### src/rtl/punc_debug_dumper_if.sv
// Snapshot word stream from the debug dumper: valid/ready handshake carrying
// a 16-bit data word together with its type tag and index.
interface punc_debug_dumper_if;
  logic        out_valid;
  logic        out_ready;
  logic [15:0] out_data;
  logic [1:0]  out_tag;
  logic [15:0] out_index;

  modport master (
    output out_valid,
    output out_data,
    output out_tag,
    output out_index,
    input  out_ready
  );

  modport slave (
    input  out_valid,
    input  out_data,
    input  out_tag,
    input  out_index,
    output out_ready
  );
endinterface

### src/rtl/punc_debug_dumper.sv
// Debug-host engine: walks PC, R0-R7 and a memory window through the PUnC debug
// read ports and serialises them, followed by an end marker, onto a word stream.
module punc_debug_dumper #(
  parameter int MEM_LAT = 1
) (
  input  logic        clk,
  input  logic        rst,
  input  logic        start,
  input  logic [15:0] base_addr,
  input  logic [15:0] word_count,
  output logic        busy,
  output logic        done,
  output logic [15:0] mem_debug_addr,
  output logic [2:0]  rf_debug_addr,
  input  logic [15:0] pc_debug_data,
  input  logic [15:0] rf_debug_data,
  input  logic [15:0] mem_debug_data,
  punc_debug_dumper_if.master stream
);

  typedef enum logic [1:0] {S_IDLE, S_SETTLE, S_EMIT, S_DONE} state_t;
  typedef enum logic [1:0] {P_PC, P_RF, P_MEM, P_END} phase_t;

  localparam logic [1:0] SETTLE_LAST = 2'(MEM_LAT - 1);

  state_t      state_reg;
  phase_t      phase_reg;
  logic [15:0] cnt_reg;
  logic [1:0]  settle_reg;
  logic [15:0] base_reg;
  logic [15:0] count_reg;
  logic [15:0] mem_addr_reg;
  logic [2:0]  rf_addr_reg;
  logic        out_valid_reg;
  logic [15:0] out_data_reg;
  logic [1:0]  out_tag_reg;
  logic [15:0] out_index_reg;
  logic        busy_reg;
  logic        done_reg;

  // Debug addresses are updated together with the item counter, so they are
  // already stable on the first settle cycle of the item they belong to.
  always_ff @(posedge clk or negedge rst) begin
    if (!rst) begin
      state_reg     <= S_IDLE;
      phase_reg     <= P_PC;
      cnt_reg       <= '0;
      settle_reg    <= '0;
      base_reg      <= '0;
      count_reg     <= '0;
      mem_addr_reg  <= '0;
      rf_addr_reg   <= '0;
      out_valid_reg <= 1'b0;
      out_data_reg  <= '0;
      out_tag_reg   <= '0;
      out_index_reg <= '0;
      busy_reg      <= 1'b0;
      done_reg      <= 1'b0;
    end else begin
      done_reg <= 1'b0;
      case (state_reg)
        S_IDLE: begin
          if (start) begin
            base_reg   <= base_addr;
            count_reg  <= word_count;
            phase_reg  <= P_PC;
            cnt_reg    <= '0;
            settle_reg <= '0;
            busy_reg   <= 1'b1;
            state_reg  <= S_SETTLE;
          end
        end
        S_SETTLE: begin
          if (settle_reg == SETTLE_LAST) begin
            settle_reg    <= '0;
            out_valid_reg <= 1'b1;
            state_reg     <= S_EMIT;
            case (phase_reg)
              P_PC: begin
                out_data_reg  <= pc_debug_data;
                out_tag_reg   <= 2'b00;
                out_index_reg <= '0;
              end
              P_RF: begin
                out_data_reg  <= rf_debug_data;
                out_tag_reg   <= 2'b01;
                out_index_reg <= {13'd0, cnt_reg[2:0]};
              end
              P_MEM: begin
                out_data_reg  <= mem_debug_data;
                out_tag_reg   <= 2'b10;
                out_index_reg <= mem_addr_reg;
              end
              P_END: begin
                out_data_reg  <= count_reg;
                out_tag_reg   <= 2'b11;
                out_index_reg <= '0;
              end
            endcase
          end else begin
            settle_reg <= settle_reg + 2'd1;
          end
        end
        S_EMIT: begin
          if (stream.out_ready) begin
            out_valid_reg <= 1'b0;
            state_reg     <= S_SETTLE;
            case (phase_reg)
              P_PC: begin
                phase_reg   <= P_RF;
                cnt_reg     <= '0;
                rf_addr_reg <= 3'd0;
              end
              P_RF: begin
                if (cnt_reg[2:0] == 3'd7) begin
                  cnt_reg <= '0;
                  if (count_reg == 16'd0) begin
                    phase_reg <= P_END;
                  end else begin
                    phase_reg    <= P_MEM;
                    mem_addr_reg <= base_reg;
                  end
                end else begin
                  cnt_reg     <= cnt_reg + 16'd1;
                  rf_addr_reg <= cnt_reg[2:0] + 3'd1;
                end
              end
              P_MEM: begin
                if (cnt_reg == count_reg - 16'd1) begin
                  phase_reg <= P_END;
                  cnt_reg   <= '0;
                end else begin
                  cnt_reg      <= cnt_reg + 16'd1;
                  mem_addr_reg <= base_reg + cnt_reg + 16'd1;
                end
              end
              P_END: begin
                state_reg <= S_DONE;
                busy_reg  <= 1'b0;
                done_reg  <= 1'b1;
              end
            endcase
          end
        end
        S_DONE: state_reg <= S_IDLE;
        default: state_reg <= S_IDLE;
      endcase
    end
  end

  assign busy             = busy_reg;
  assign done             = done_reg;
  assign mem_debug_addr   = mem_addr_reg;
  assign rf_debug_addr    = rf_addr_reg;
  assign stream.out_valid = out_valid_reg;
  assign stream.out_data  = out_data_reg;
  assign stream.out_tag   = out_tag_reg;
  assign stream.out_index = out_index_reg;

endmodule

### src/flat_wrapper.sv
// flat-port wrapper written by rule: the top's interface ports become plain ports
module punc_debug_dumper_flat 
#(
  parameter int MEM_LAT = 1
)
  (clk, rst, start, base_addr, word_count, busy, done, mem_debug_addr, rf_debug_addr, pc_debug_data, rf_debug_data, mem_debug_data, stream_out_valid, stream_out_data, stream_out_tag, stream_out_index, stream_out_ready);
  punc_debug_dumper_if stream_i ();
  input  logic clk;
  input  logic rst;
  input  logic start;
  input  logic [15:0] base_addr;
  input  logic [15:0] word_count;
  output logic busy;
  output logic done;
  output logic [15:0] mem_debug_addr;
  output logic [2:0] rf_debug_addr;
  input  logic [15:0] pc_debug_data;
  input  logic [15:0] rf_debug_data;
  input  logic [15:0] mem_debug_data;
  output wire logic [$bits(stream_i.out_valid)-1:0] stream_out_valid;
  output wire logic [$bits(stream_i.out_data)-1:0] stream_out_data;
  output wire logic [$bits(stream_i.out_tag)-1:0] stream_out_tag;
  output wire logic [$bits(stream_i.out_index)-1:0] stream_out_index;
  input wire logic [$bits(stream_i.out_ready)-1:0] stream_out_ready;
  assign stream_out_valid = stream_i.out_valid;
  assign stream_out_data = stream_i.out_data;
  assign stream_out_tag = stream_i.out_tag;
  assign stream_out_index = stream_i.out_index;
  assign stream_i.out_ready = stream_out_ready;
  punc_debug_dumper #(.MEM_LAT(MEM_LAT)) u_core (.clk(clk), .rst(rst), .start(start), .base_addr(base_addr), .word_count(word_count), .busy(busy), .done(done), .mem_debug_addr(mem_debug_addr), .rf_debug_addr(rf_debug_addr), .pc_debug_data(pc_debug_data), .rf_debug_data(rf_debug_data), .mem_debug_data(mem_debug_data), .stream(stream_i));
endmodule
### config.mk
export PLATFORM = sky130hd
export DESIGN_NAME = punc_debug_dumper_flat
export DESIGN_NICKNAME = d
export VERILOG_FILES = /design/src/rtl/punc_debug_dumper_if.sv /design/src/rtl/punc_debug_dumper.sv /design/src/flat_wrapper.sv
export SDC_FILE = /design/constraint.sdc
export NUM_CORES = 1
export LEC_CHECK = 0
export ABC_AREA = 1
export CAP_MARGIN = 20
export CORE_MARGIN = 4
export CORE_UTILIZATION = 35
export DETAILED_ROUTE_END_ITERATION = 6
export HOLD_SLACK_MARGIN = 0.03
export SKIP_LAST_GASP = 1
export SLEW_MARGIN = 20
export SYNTH_ARGS = -nofsm -noshare
export SYNTH_HDL_FRONTEND = slang
export SYNTH_SLANG_ARGS = --single-unit
### constraint.sdc
create_clock -name clk -period 2.7 [get_ports clk]
set_input_delay 0.405 -clock clk [delete_from_list [all_inputs] [get_ports clk]]
set_output_delay 0.405 -clock clk [all_outputs]
set_load 0.005 [all_outputs]
==> After elaboration in Yosys (flattened, before gate mapping) <==
Cells that the tools add are included.
{ "op_classes": {"addsub": 6, "n_eq_ne": 19, "muxes": 39, "n_reduce_logical": 20} }
{ "op_table": {"columns": ["operator", "n"], "rows": [
  ["2-to-1 mux 16 bit", 7],
  ["one-hot mux 16 bit (3 select lines)", 2],
  ["one-hot mux 16 bit (2 select lines)", 2],
  ["one-hot mux 16 bit (4 select lines)", 1],
  ["adder 16 x 1 -> 16 bit, second input constant", 2],
  ["2-to-1 mux 2 bit", 9],
  ["adder 16 bit", 1],
  ["equality test 16 bit", 1],
  ["logical NOT 16 bit", 1],
  ["one-hot mux 2 bit (4 select lines)", 2],
  ["subtractor 16 x 1 -> 16 bit, second input constant", 1],
  ["!= test 2 bit, second input constant", 6],
  ["AND reduction 4 bit", 3],
  ["AND reduction 6 bit", 2],
  ["nonzero test 2 bit", 5],
  ["2-to-1 mux 1 bit", 9],
  ["equality test 2 bit, second input constant", 4],
  ["one-hot mux 2 bit (2 select lines)", 2],
  ["logical NOT 2 bit", 3],
  ["!= test 3 x 2 -> 1 bit, second input constant", 2],
  ["one-hot mux 2 bit (3 select lines)", 1],
  ["one-hot mux 3 bit (2 select lines)", 1],
  ["AND reduction 2 bit", 3],
  ["AND reduction 3 bit", 2],
  ["other kinds (9)", 12]
]} }
{ "word_totals": {"ff_bits": 110, "output_inout_bits": 56, "elab_cells": 98} }

==> Logic depth before layout (Yosys ltp) <==
{ "depth": {"word_depth": 6, "mapped_depth": 17, "mapped_depth_nobuf": 16} }

==> Least setup slack after synthesis <==
Ideal clock, no wire load.
{ "synth_timing": {"kind": "register to register", "start": "register u_core.count_reg[0]", "end": "register u_core.cnt_reg[13]", "t_arrival_ns": 1.981, "required_time_ns": 2.585, "setup_slack_ns": 0.603, "path_stages_with_launch": 18, "path_cell_list": "dfrtp_1 -> inv_1 -> ha_1 -> inv_1 -> nand2_1 -> nand2_1 -> nand2_1 -> nand2_1 -> inv_1 -> and2_1 -> nand4_2 -> nor2_4 -> nand2_2 -> nand2_4 -> nand2_4 -> buf_6 -> nand3_2 -> nand2_2"} }
{ "synth_via": {"elab_chain_cells": 6} }
{ "synth_lines": {"columns": ["element", "line_no", "source"], "rows": [
  ["start: declaration", "punc_debug_dumper.sv:31", "logic [15:0] count_reg;"],
  ["start signal: assignment", "punc_debug_dumper.sv:65", "count_reg <= word_count;"],
  ["subtractor 16 x 1 -> 16 bit", "punc_debug_dumper.sv:129", "if (cnt_reg == count_reg - 16'd1) begin"],
  ["equality test 16 bit", "punc_debug_dumper.sv:129", null],
  ["2-to-1 mux 16 bit", "punc_debug_dumper.sv:129", null],
  ["one-hot mux 16 bit (3 select lines)", "punc_debug_dumper.sv:108", "case (phase_reg)"],
  ["2-to-1 mux 16 bit", "punc_debug_dumper.sv:105", "if (stream.out_ready) begin"],
  ["one-hot mux 16 bit (2 select lines)", "punc_debug_dumper.sv:61", "case (state_reg)"],
  ["end signal: assignment", "punc_debug_dumper.sv:124", "cnt_reg <= cnt_reg + 16'd1;"],
  ["end signal: assignment", "punc_debug_dumper.sv:133", "cnt_reg <= cnt_reg + 16'd1;"],
  ["end: declaration", "punc_debug_dumper.sv:28", "logic [15:0] cnt_reg;"]
]} }
No other way between the ends. The select of a mux whose other input is x is not followed.
A chain may end at the register's enable or synchronous reset.

==> Worst setup path in the final report <==
{ "layout_timing": {"start": "register u_core.count_reg[1]", "end": "register u_core.mem_addr_reg[11], in the netlist u_core.mem_debug_addr[11]"} }
{ "layout_via": {"elab_chain_cells": 4, "elab_cells_between_ends": 6, "classes_between": "add/sub (1); eq/ne (3); reduce/logical (2)"} }
{ "layout_lines": {"columns": ["element", "line_no", "source"], "rows": [
  ["subtractor 16 x 1 -> 16 bit", "punc_debug_dumper.sv:129", null],
  ["equality test 16 bit", "punc_debug_dumper.sv:129", null],
  ["!= test 2 bit (no source line)", null, null],
  ["AND reduction 6 bit (no source line) *", null, null],
  ["end signal: assignment", "punc_debug_dumper.sv:121", "mem_addr_reg <= base_reg;"],
  ["end signal: assignment", "punc_debug_dumper.sv:134", "mem_addr_reg <= base_reg + cnt_reg + 16'd1;"],
  ["end: declaration", "punc_debug_dumper.sv:32", "logic [15:0] mem_addr_reg;"]
]} }
Every way passes the cells marked *; elsewhere a longest branch is shown, timed or not.

==> flow_metrics.tcl <==
set metrics [dict create \
    power_mw 7.98 \
    tritoncts "yes" \
    crit_path_cell_trace "inv_1, ha_1, nand2_1, inv_1, nor3_1, and2_1, nand4_2, nor2_4, nand3_2, nand2_4, inv_2, nand2_1, nand2_1" \
    finalMaxSlewViolations 0 \
    rsz0062_at_grt "no" \
    root_buffer "clkbuf_16" \
    synth_edf_count 0 \
    crit_required_ns 2.95 \
    holdWs_ns 0.109 \
    slew_headroom_pct 47.0 \
    cts.sinks 110 \
    synth.most_common_cell "nand2_1" \
    dr.pass1.iters 5 \
    finalCriticalPeriod_ns 2.37 \
    clock_latency_ns 0.36 \
    synth_common_cells "nand2_1, dfrtp_1, inv_1" \
    power.density_nw_per_um2 887 \
    clock_skew_ns 0.00928 \
    wl_um 20600 \
    tns_ns 0 \
    yosysTopAreaCellShare_pct 39.3 \
    cts_setup_buffers 0 \
    nNetsFinal 1168 \
    hp-class "primary input to asynchronous set/reset pin" \
    synth_fa_ha_area_share_pct 4.75 \
    critical_path.most_common_cell "nand2_1" \
    seqCellArea_um2 2750 \
    syn-num-nets 1034 \
    gp_congestion 0.924 \
    synth_seq_cells 110 \
    nFillCells 2029 \
    hold_viol 0 \
    wl_per_cell_um 15.5 \
    gr-total-overflow 0 \
    peakVddDrop_uv 345 \
    io_buffers 139 \
    crit_slowest_cell "dfrtp_1" \
    crit_path_start_kind "flop" \
    hpwl_um 15600 \
    via_count 6478 \
    synthMuxAreaShare_pct 0.143 \
    synthFlopType "dfrtp_1" \
    period_share_pct 87.8 \
    internal_power_mw 4.55 \
    crit_path_max_incr_delay_ns 0.42 \
    crit_arrival_ns 2.62 \
    grt_use_total_pct 18.6 \
    grt_pass1_wl_um 33300 \
    dieArea_um2 22300 \
    die_x_um 149 \
    yosysSeqAreaShare_pct 39.3 \
    rows 51 \
    path_class "flop to flop" \
    outcome "complete, no violations" \
    p_switching_mw 3.43 \
    avgSynthCellArea_um2 7.58 \
    cts_max_level 3 \
    avgViaCountPerCell 4.88 \
    cts.hold.buffers_added 0 \
    grt_max_degree 111 \
    multi_input_area_um2 3770 \
    syn2layout_area_growth_pct 28.5 \
    synth_compound_area_share_pct 15.3 \
    synth_top_family_by_area "simple AND/OR/NAND/NOR gates" \
    antenna_found_initial 0 \
    ff2ff_path_depth 13 \
    synth-async-reset-ratio_pct 100 \
    synthXorXnorAreaFrac_pct 2.63 \
    yosysTopAreaCell "dfrtp_1" \
    swShare_pct 43.0 \
    cts.clk_slew.worst_paths_ns 0.08 \
    ios 140 \
    syn_area_um2 7000 \
    cts_made_buffers 9 \
    fp.dieH_um 149 \
    fmax_mhz 422 \
    drt_iter0_drc 447 \
    finalSetupViolCount 0 \
    cap_violations 0 \
    power.leakage_nw 4.30 \
    core_area_um2 19600 \
    grt_pass1_vias 6231 \
    yosys.area_share.simple_pct 30.8 \
    initial_core_util_pct 35.8 \
    synth.area.top_cells "dfrtp_1, nand2_1, o21ai_0, nand3_1, ha_1" \
    p_seq_share_pct 34.6 \
    synthCells 924 \
    antenna_left 0 \
    clkPwrFrac_pct 16.9 \
    synth_cell_types 43 \
    power_frac_comb_pct 48.5 \
    diodes 0 \
    detail_route.drc_violations 0 \
    max_slew.worst_pin.slew_ns 0.796 \
    cts.path.max_buffers 2 \
    drive_gt1_share_pct 9.88 \
    path_max_fanout 14 \
    synth_warnings 0 \
    end_kind "flop" \
]
==> cells by family after synthesis <==
group / count (synthesis)
AOI/OAI and AO/OA: 183
xor gates and xnor gates: 21
adders and majority gates: 26
buffers and inverters: 119
DFF: 110
muxes: 1
and+or+nand+nor: 464
==> through the flow <==
step	utilization [%]	cells	cell area, um^2	setup WS, ns
after floorplan	-	924	7000	0.603
after global placement	44.4	1312	8700	0.321
final	45.9	1328	9000	0.328
after CTS	45.9	1328	9000	0.207
after global routing	45.9	1328	9000	0.0994
after detailed placement	44.4	1312	8700	0.232
==> final cells by class <==
class	instances	share of cell area [%]
Sequential cell	110	30.6
Clock buffer	12	2.85
Timing Repair Buffer	157	17.1
Inverter	85	3.55
Clock inverter	4	0.417
Tap cell	265	3.68
Multi-Input combinational cell	695	41.8
==> per-layer routing <==
metal / part of all wire [%] / vias to the layer above / global-route usage [%]
met5: 0 / - / 0
met4: 1.6 / 0 / 5.31
met3: 5.4 / 18 / 2.45
met2: 44 / 185 / 28.3
met1: 49 / 2969 / 27.7
li1: - / 3306 / -
==> layout by cell type (no fill, tap or decap), types with 8 or more instances in the layout <==
| cell | count |
|---|---|
| nor2_1 | 42 |
| nand3b_1 | 8 |
| nand3_2 | 12 |
| o21a_1 | 16 |
| xor2_1 | 16 |
| buf_4 | 18 |
| clkdlybuf4s50_1 | 138 |
| nand2_1 | 275 |
| a22o_1 | 16 |
| clkbuf_16 | 9 |
| a21oi_1 | 58 |
| nand3_1 | 63 |
| nand4_1 | 11 |
| inv_1 | 78 |
| ha_1 | 23 |
| dfrtp_1 | 110 |
| nand2_2 | 21 |
| o21ai_0 | 73 |
==> worst max-delay path: cells and delay by family (launching register included) <==
| family | cells | cell delay [ns] |
|---|---|---|
| AND/OR/NAND/NOR | 9 | 1.24 |
| flip-flops | 1 | 0.42 |
| adder cells (fa/ha/maj) | 1 | 0.30 |
| buffers and inverters | 3 | 0.29 |
==> power by group through the flow <==
stage / combinational [mW] / sequential (mW) / clock (mW)
detailed placement: 3.88 / 2.78 / 0
CTS: 3.90 / 2.76 / 1.38
floorplan: 2.44 / 2.63 / 0
finish: 3.87 / 2.76 / 1.35
global route: 4.38 / 2.84 / 1.43
global placement: 3.85 / 2.79 / 0
==> what timing repair did <==
item | in CTS | in global routing
resized for setup | 0 | 2
setup endpoints to repair | 0 | 11
endpoints found under the hold margin | 0 | 0
==> final timing paths <==
path | endpoint | slack (ns) | start
max | u_core.mem_debug_addr[11] | 0.33 | u_core.count_reg[1]
min | u_core.stream.out_data[4] | 0.11 | rst
max reg2reg | u_core.mem_debug_addr[11] | 0.33 | u_core.count_reg[1]
min reg2reg | u_core.stream.out_tag[0] | 0.47 | u_core.stream.out_tag[0]
max in group asynchronous | u_core.mem_debug_addr[8] | 2.13 | rst
min in group clk | u_core.stream.out_tag[0] | 0.47 | u_core.stream.out_tag[0]
No activity file was read; power rests on OpenSTA's default activity.
